### config.mk
export PLATFORM = sky130hd
export DESIGN_NAME = pipe_ctrl
export DESIGN_NICKNAME = d
export VERILOG_FILES = /design/src/rtl/pipe_ctrl.sv
export SDC_FILE = /design/constraint.sdc
export NUM_CORES = 1
export LEC_CHECK = 0
export CAP_MARGIN = 20
export CORE_ASPECT_RATIO = 0.9
export CORE_MARGIN = 2
export CORE_UTILIZATION = 35
export CTS_CLUSTER_DIAMETER = 30
export DETAILED_ROUTE_END_ITERATION = 8
export GPL_TIMING_DRIVEN = 1
export HOLD_SLACK_MARGIN = 0.1
export PLACE_DENSITY = 0.7
export SLEW_MARGIN = 20
export SYNTH_ARGS = -nofsm -noshare
export SYNTH_HDL_FRONTEND = slang
export SYNTH_SLANG_ARGS = --single-unit
### constraint.sdc
create_clock -name clk -period 3.9 [get_ports clk]
set_input_delay 0.78 -clock clk [delete_from_list [all_inputs] [get_ports clk]]
set_output_delay 0.78 -clock clk [all_outputs]
set_load 0.02 [all_outputs]
### src/rtl/pipe_ctrl.sv
// Pipeline control for the 5-stage MIPS core: stage stall arbitration, multi-cycle
// exception flush sequencing with redirect PC, stall/bubble counters and stall watchdog.
module pipe_ctrl #(
  parameter int unsigned FLUSH_CYCLES = 1,
  parameter int unsigned TIMEOUT      = 1024
) (
  input  logic        clk,
  input  logic        rst,
  input  logic        stallreq_if,
  input  logic        stallreq_id,
  input  logic        stallreq_ex,
  input  logic        stallreq_mem,
  input  logic        flush_req,
  input  logic [31:0] flush_pc,
  input  logic        clr_cnt,
  output logic [5:0]  stop,
  output logic        flush,
  output logic [31:0] new_pc,
  output logic [31:0] stall_cycles,
  output logic [31:0] bubble_cycles,
  output logic        stall_timeout
);

  localparam int unsigned WD_W   = $clog2(TIMEOUT + 1);
  localparam logic [3:0]  FC_INIT = 4'(FLUSH_CYCLES - 1);
  localparam logic [WD_W-1:0] WD_MAX = WD_W'(TIMEOUT);

  typedef enum logic [0:0] {
    ST_RUN   = 1'b0,
    ST_FLUSH = 1'b1
  } state_t;

  state_t            r_state;
  state_t            w_state_nxt;
  logic              r_flush;
  logic              w_flush_nxt;
  logic [31:0]       r_new_pc;
  logic [31:0]       w_new_pc_nxt;
  logic [3:0]        r_fcnt;
  logic [3:0]        w_fcnt_nxt;
  logic [31:0]       r_stall_cycles;
  logic [31:0]       r_bubble_cycles;
  logic [WD_W-1:0]   r_wd_cnt;
  logic              r_stall_timeout;
  logic [5:0]        w_stop;
  logic              w_any_req;

  function automatic logic [31:0] sat_inc(input logic [31:0] v);
    if (v == 32'hFFFF_FFFF) begin
      sat_inc = v;
    end else begin
      sat_inc = v + 32'd1;
    end
  endfunction

  assign w_any_req = stallreq_if | stallreq_id | stallreq_ex | stallreq_mem;

  // Highest requesting stage wins; an active flush overrides every stall.
  always_comb begin
    w_stop = 6'b000000;
    if (r_state == ST_FLUSH) begin
      w_stop = 6'b000000;
    end else if (stallreq_mem) begin
      w_stop = 6'b011111;
    end else if (stallreq_ex) begin
      w_stop = 6'b001111;
    end else if (stallreq_id) begin
      w_stop = 6'b000111;
    end else if (stallreq_if) begin
      w_stop = 6'b000011;
    end else begin
      w_stop = 6'b000000;
    end
  end

  // Flush sequencer: a new flush_req always re-arms with the latest PC.
  always_comb begin
    w_state_nxt  = r_state;
    w_flush_nxt  = r_flush;
    w_new_pc_nxt = r_new_pc;
    w_fcnt_nxt   = r_fcnt;
    case (r_state)
      ST_RUN: begin
        if (flush_req) begin
          w_state_nxt  = ST_FLUSH;
          w_flush_nxt  = 1'b1;
          w_new_pc_nxt = flush_pc;
          w_fcnt_nxt   = FC_INIT;
        end else begin
          w_state_nxt = ST_RUN;
          w_flush_nxt = 1'b0;
        end
      end
      ST_FLUSH: begin
        if (flush_req) begin
          w_flush_nxt  = 1'b1;
          w_new_pc_nxt = flush_pc;
          w_fcnt_nxt   = FC_INIT;
        end else if (r_fcnt == 4'd0) begin
          w_state_nxt = ST_RUN;
          w_flush_nxt = 1'b0;
        end else begin
          w_fcnt_nxt = r_fcnt - 4'd1;
        end
      end
      default: begin
        w_state_nxt = ST_RUN;
        w_flush_nxt = 1'b0;
        w_fcnt_nxt  = 4'd0;
      end
    endcase
  end

  always_ff @(posedge clk or negedge rst) begin
    if (!rst) begin
      r_state  <= ST_RUN;
      r_flush  <= 1'b0;
      r_new_pc <= 32'd0;
      r_fcnt   <= 4'd0;
    end else begin
      r_state  <= w_state_nxt;
      r_flush  <= w_flush_nxt;
      r_new_pc <= w_new_pc_nxt;
      r_fcnt   <= w_fcnt_nxt;
    end
  end

  // Saturating performance counters; clear beats increment.
  always_ff @(posedge clk or negedge rst) begin
    if (!rst) begin
      r_stall_cycles  <= 32'd0;
      r_bubble_cycles <= 32'd0;
    end else if (clr_cnt) begin
      r_stall_cycles  <= 32'd0;
      r_bubble_cycles <= 32'd0;
    end else begin
      if (w_stop[0]) begin
        r_stall_cycles <= sat_inc(r_stall_cycles);
      end else begin
        r_stall_cycles <= r_stall_cycles;
      end
      if (w_stop[2] && !w_stop[3]) begin
        r_bubble_cycles <= sat_inc(r_bubble_cycles);
      end else begin
        r_bubble_cycles <= r_bubble_cycles;
      end
    end
  end

  // Watchdog counts consecutive requesting cycles in RUN; the flag is sticky.
  always_ff @(posedge clk or negedge rst) begin
    if (!rst) begin
      r_wd_cnt        <= '0;
      r_stall_timeout <= 1'b0;
    end else if (clr_cnt) begin
      r_wd_cnt        <= '0;
      r_stall_timeout <= 1'b0;
    end else if ((r_state == ST_RUN) && w_any_req) begin
      if (r_wd_cnt != WD_MAX) begin
        r_wd_cnt <= r_wd_cnt + WD_W'(1);
      end else begin
        r_wd_cnt <= r_wd_cnt;
      end
      if (r_wd_cnt >= (WD_MAX - WD_W'(1))) begin
        r_stall_timeout <= 1'b1;
      end else begin
        r_stall_timeout <= r_stall_timeout;
      end
    end else begin
      r_wd_cnt        <= '0;
      r_stall_timeout <= r_stall_timeout;
    end
  end

  assign stop          = w_stop;
  assign flush         = r_flush;
  assign new_pc        = r_new_pc;
  assign stall_cycles  = r_stall_cycles;
  assign bubble_cycles = r_bubble_cycles;
  assign stall_timeout = r_stall_timeout;

endmodule
# ---- Word level (Yosys, flattened, before mapping)
# Index checks and enable logic that the tools add are counted.
dict set report op_classes {
  addsub 4
  n_reduce_logical 12
  eq_ne 9
  magnitude_cmp 1
  n_bitwise 4
  n_mux 29
}
# operator n
set ops {}
lappend ops {{two-way mux 32 bit} 7}
lappend ops {{adder 32 x 1 -> 32 bit, second input constant} 2}
lappend ops {{== test 32 bit, second input constant} 2}
lappend ops {{two-way mux 11 bit} 3}
lappend ops {{two-way mux 4 bit} 4}
lappend ops {{two-way mux 6 bit} 2}
lappend ops {{adder 11 x 1 -> 11 bit, second input constant} 1}
lappend ops {{>= comparator 11 x 10 -> 1 bit, second input constant} 1}
lappend ops {{inequality test 11 bit, second input constant} 1}
lappend ops {{two-way mux 1 bit} 8}
lappend ops {{one-hot mux 4 bit (2 select lines)} 1}
lappend ops {{AND reduction 2 bit} 4}
lappend ops {{nonzero test 2 bit} 4}
lappend ops {{inequality test 2 bit, second input constant} 3}
lappend ops {{inequality test 3 x 2 -> 1 bit, second input constant} 2}
lappend ops {{logical NOT 4 bit} 1}
lappend ops {{one-hot mux 1 bit (2 select lines)} 2}
lappend ops {{subtractor 4 x 1 -> 4 bit, second input constant} 1}
lappend ops {{two-way mux 3 bit} 1}
lappend ops {{inequality test 3 bit, second input constant} 1}
lappend ops {{OR 1 bit} 3}
lappend ops {{logical AND 1 bit} 2}
lappend ops {{two-way mux 2 bit} 1}
lappend ops {{logical NOT 1 bit} 1}
lappend ops {{NOT 1 bit} 1}
dict set report word_totals {
  output_inout_bits 104
  elab_cells 67
  register_bits 114
  inputBits 40
}

# ---- Logic depth before layout (Yosys ltp)
dict set report logic_depth {
  depth_word 9
  depth_mapped 9
  ltp_nobuf 7
}

# ---- Worst setup path after synthesis
# No wires, ideal clock.
dict set report synth_timing {
  kind {input to output}
  startpoint {input stallreq_mem}
  endpoint {output stop[1]}
  n_path_buf 1
  setup_slack_ns 1.112
  required_ns 3.120
  cell_stages 3
  t_arrival_ns 2.008
  path_cell_list {nor4_1 -> nor2_1 -> buf_4}
}
dict set report synth_via {
  elab_chain_cells 2
}
# element line
set synth_lines {}
lappend synth_lines {{start: declaration} 12} ;# input logic stallreq_mem,
lappend synth_lines {{two-way mux 6 bit} 63} ;# end else if (stallreq_mem) begin
lappend synth_lines {{two-way mux 6 bit} 61} ;# if (r_state == ST_FLUSH) begin
lappend synth_lines {{end: declaration} 16} ;# output logic [5:0] stop,
# Every way passes these cells.

# ---- Worst setup path after layout
# Same ends and word-level chain as after synthesis.

==> flow_summary.ini <==
[layout]
final_nets = 759
area_growth_pct = 38.0
final-instance-count-excl-fill = 934
num-fill-cells = 1460
drive_gt1_frac = 0.132
antenna_cells = 0

[detailed_routing]
route.met2.wl_mm = 7.45
via_per_inst = 5.64
drc = 0
wl_met1_mm = 6.33
routed.top_layer = met4
dr_wl_met3_mm = 1.71
drt-initial-drc-count = 341
first_pass_iters = 5
vias = 5266
wl_mm = 15.7
wire_per_inst_um = 16.8
ant_nets = 0

[clock_network]
cts.sinks = 114
cts-root-buf = clkbuf_16
clk_pin_slew_worst_paths_ns = 0.06
cts_setup_buffers = 0
cts-resized-gates = 0
cts_tree = yes
holdBufCountCts = 0
cts_buffers = 17
clkLatencyLatePin_ns = 0.42
htree_num_levels = 4
clk_path_buf_depth = 2

[sta]
setup_viol = 0
tightest_slew_ns = 0.873
maxSlewHeadroom = 0.418
rsz0062_at_grt = no
fmax_mhz = 284
period_share = 0.903
tns_ns = 0
hold_viol_final = 0
fin_crit_ns = 3.52
holdWs_ns = 0.399
final_max_slew_viol_count = 0
fin_skew_ns = 0.00652

[synthesis]
yosys.area_share.xor_xnor = 0.0274
synth_seq_cells = 114
synth_edf_count = 0
yosys_most_used_dff = dfrtp_1
synthCells = 571
async_reset_ff_frac = 1.00
synth_mux_area_frac = 0.0798
synth.distinct_cells = 50
synthAdderAreaFrac = 0.0109
synth_top_family_by_area = simple AND/OR/NAND/NOR gates
syn-cell-area_sq_mm = 0.00576
synthSimpleGateAreaFrac = 0.227
synth_compound_gate_area_share = 0.124
postSynthAreaPerCell_sq_um = 10.1
yosysSeqAreaShare = 0.496
synthesis.nets = 616
ys_warn_count = 0

[place]
dpl.cell_count = 902
io_buffers = 142
gp_congestion = 0.831
dpl.hpwl_mm = 11.0

[global_routing]
grt_pass1_vias = 5309
grt_use_total = 0.184
grt_pass1_wl_mm = 26.2
grt_max_degree = 53
grt_antenna_before_repair = 0
grt-ovfl-total = 0

[floorplanning]
initial_core_util = 0.357
core-area_sq_mm = 0.0161
ios = 144
fp.dieW_um = 139
die_h_um = 126
die-area_sq_mm = 0.0175
rows = 44

[min_path]
hold_class = input pin to asynchronous set/reset pin

[setup_path]
worstSetupStartpointType = input pin
worstPathArrival_ns = 2.74
required_ns = 3.12
critPathKind = input pin to output pin
cp_max_fo = 5
cp_common_cell = clkdlybuf4s50_1
end_kind = output pin
slowest_delay_ns = 0.70
path_cells = clkdlybuf4s50_1 > nor4_1 > nor2_1 > clkdlybuf4s50_1
cpMaxStageDelayCell = nor4_1

[power_and_ir_drop]
p_int_mw = 2.38
p_leak_nw = 2.96
swShare = 0.283
seq_power_share = 0.399
combPwrFrac = 0.159
clkPwrFrac = 0.443
power_density_mw_per_mm2 = 418
power.net_switching_mw = 0.940
vdd_ir_drop_max_uv = 409

[outcome]
outcome = complete, no violations

[flow_run]
maxCapViolCount = 0
==> power groups by stage <==
stage / Clock (mW) / Sequential (mW) / Combinational [mW]
finish: 1.47 / 1.32 / 0.527
global route: 1.55 / 1.34 / 0.570
CTS: 1.49 / 1.32 / 0.534
detailed placement: 0 / 1.34 / 0.531
global placement: 0 / 1.34 / 0.511
floorplan: 0 / 1.37 / 0.239
==> final cells by class <==
| class | count | area [sq um] | share of cell area |
|---|---|---|---|
| multi-input cells | 411 | 2710 | 0.341 |
| clock buffers | 17 | 425 | 0.0536 |
| repair buffers | 153 | 1500 | 0.188 |
| inverters | 17 | 63.8 | 0.00803 |
| clock inverters | 15 | 136 | 0.0172 |
| flip-flops and latches | 114 | 2850 | 0.359 |
| well taps | 207 | 259 | 0.0326 |
==> state kept, by name, summed over array words and instances (netlist names) <==
signal and cells:
bubble_cycles 32, flush 1, new_pc 32, r_fcnt 4
r_state 1, r_wd_cnt 11, stall_cycles 32, stall_timeout 1
==> cells in the final DEF, fill, tap and decap left out, types with 2 or more instances in the layout <==
| cell type | instances |
|---|---|
| a21oi_1 | 53 |
| and3_1 | 5 |
| and4_1 | 8 |
| buf_4 | 12 |
| clkbuf_16 | 17 |
| clkdlybuf4s50_1 | 140 |
| clkinv_2 | 2 |
| clkinv_4 | 2 |
| clkinvlp_4 | 7 |
| dfrtp_1 | 114 |
| ha_1 | 5 |
| inv_1 | 17 |
| inv_6 | 3 |
| mux2_1 | 2 |
| mux2_2 | 37 |
| mux2i_1 | 2 |
| nand2_1 | 29 |
| nand2b_1 | 2 |
| nand3_1 | 24 |
| nand4_1 | 23 |
| nor2_1 | 43 |
| nor2b_1 | 7 |
| nor3_1 | 5 |
| nor4_1 | 15 |
| nor4_2 | 3 |
| nor4b_1 | 2 |
| o211ai_1 | 6 |
| o21ai_0 | 20 |
| o21ba_2 | 2 |
| o21bai_1 | 2 |
| o31ai_1 | 27 |
| or2_2 | 4 |
| or3_1 | 21 |
| or4_1 | 30 |
| xnor2_1 | 6 |
| xor2_1 | 12 |
==> through the flow <==
step                      power, mW  utilization  setup WS (ns)  instance area, sq um
final                          3.32        0.492          0.378                  7940
after global routing           3.45        0.492          0.319                  7940
after CTS                      3.35        0.492          0.316                  7940
after detailed placement       1.88        0.458          0.319                  7380
after global placement         1.85        0.458          0.356                  7380
after floorplan                1.61            -           1.11                  5760
==> per-layer routing <==
metal  up-vias  track usage
li1       2428            -
met1      2578        0.217
met2       235        0.297
met3        25       0.0852
met4         0       0.0636
met5         -            0
==> cells by family after synthesis <==
group | after synthesis
simple gates | 228
compound gates | 118
xor+xnor | 18
flops | 114
mux | 41
buf+inv | 46
other cells | 1
fa+ha+maj | 5
==> critical path: cells and delay by family <==
kind,cells,cell delay (ns)
buffers and inverters,2,1.08
and+or+nand+nor,2,0.89
==> synth_stat cells (2+ instances only) <==
master	count	area share
nand3_1	24	0.021
and4_1	8	0.012
o21ai_0	20	0.017
mux2i_1	2	0.0035
and3_1	5	0.0054
clkbuf_1	20	0.013
o31ai_1	27	0.035
buf_2	4	0.0035
xnor2_1	6	0.0091
nor3_1	5	0.0043
or3_1	21	0.023
nor2b_1	7	0.0076
nand4_1	23	0.025
or4_1	30	0.039
o21bai_1	2	0.0026
ha_1	5	0.011
xor2_1	12	0.018
mux2_1	2	0.0039
a21oi_1	53	0.046
nor4_2	2	0.0043
mux2_2	37	0.072
nand2b_1	2	0.0022
nor4_1	16	0.017
dfrtp_1	114	0.50
nor2_1	43	0.028
or2_2	4	0.0043
o21ba_2	2	0.0035
buf_6	2	0.0039
buf_4	2	0.0026
o211ai_1	6	0.0078
nor4b_1	2	0.0030
inv_1	17	0.011
nand2_1	29	0.019
==> path summary, 6_finish.rpt <==
path                         startpoint           endpoint  slack [ns]  cells past startpoint
setup / recovery           stallreq_mem            stop[1]        0.38                      4
hold / removal                      rst  bubble_cycles[30]        0.40                      1
setup reg to reg                r_state  bubble_cycles[20]        1.20                      5
hold reg to reg               new_pc[9]          new_pc[9]        0.50                      1
max in group asynchronous           rst        r_wd_cnt[3]        2.73                      2
min in group clk              new_pc[9]          new_pc[9]        0.50                      1
Power figures use the tool's default switching activity.
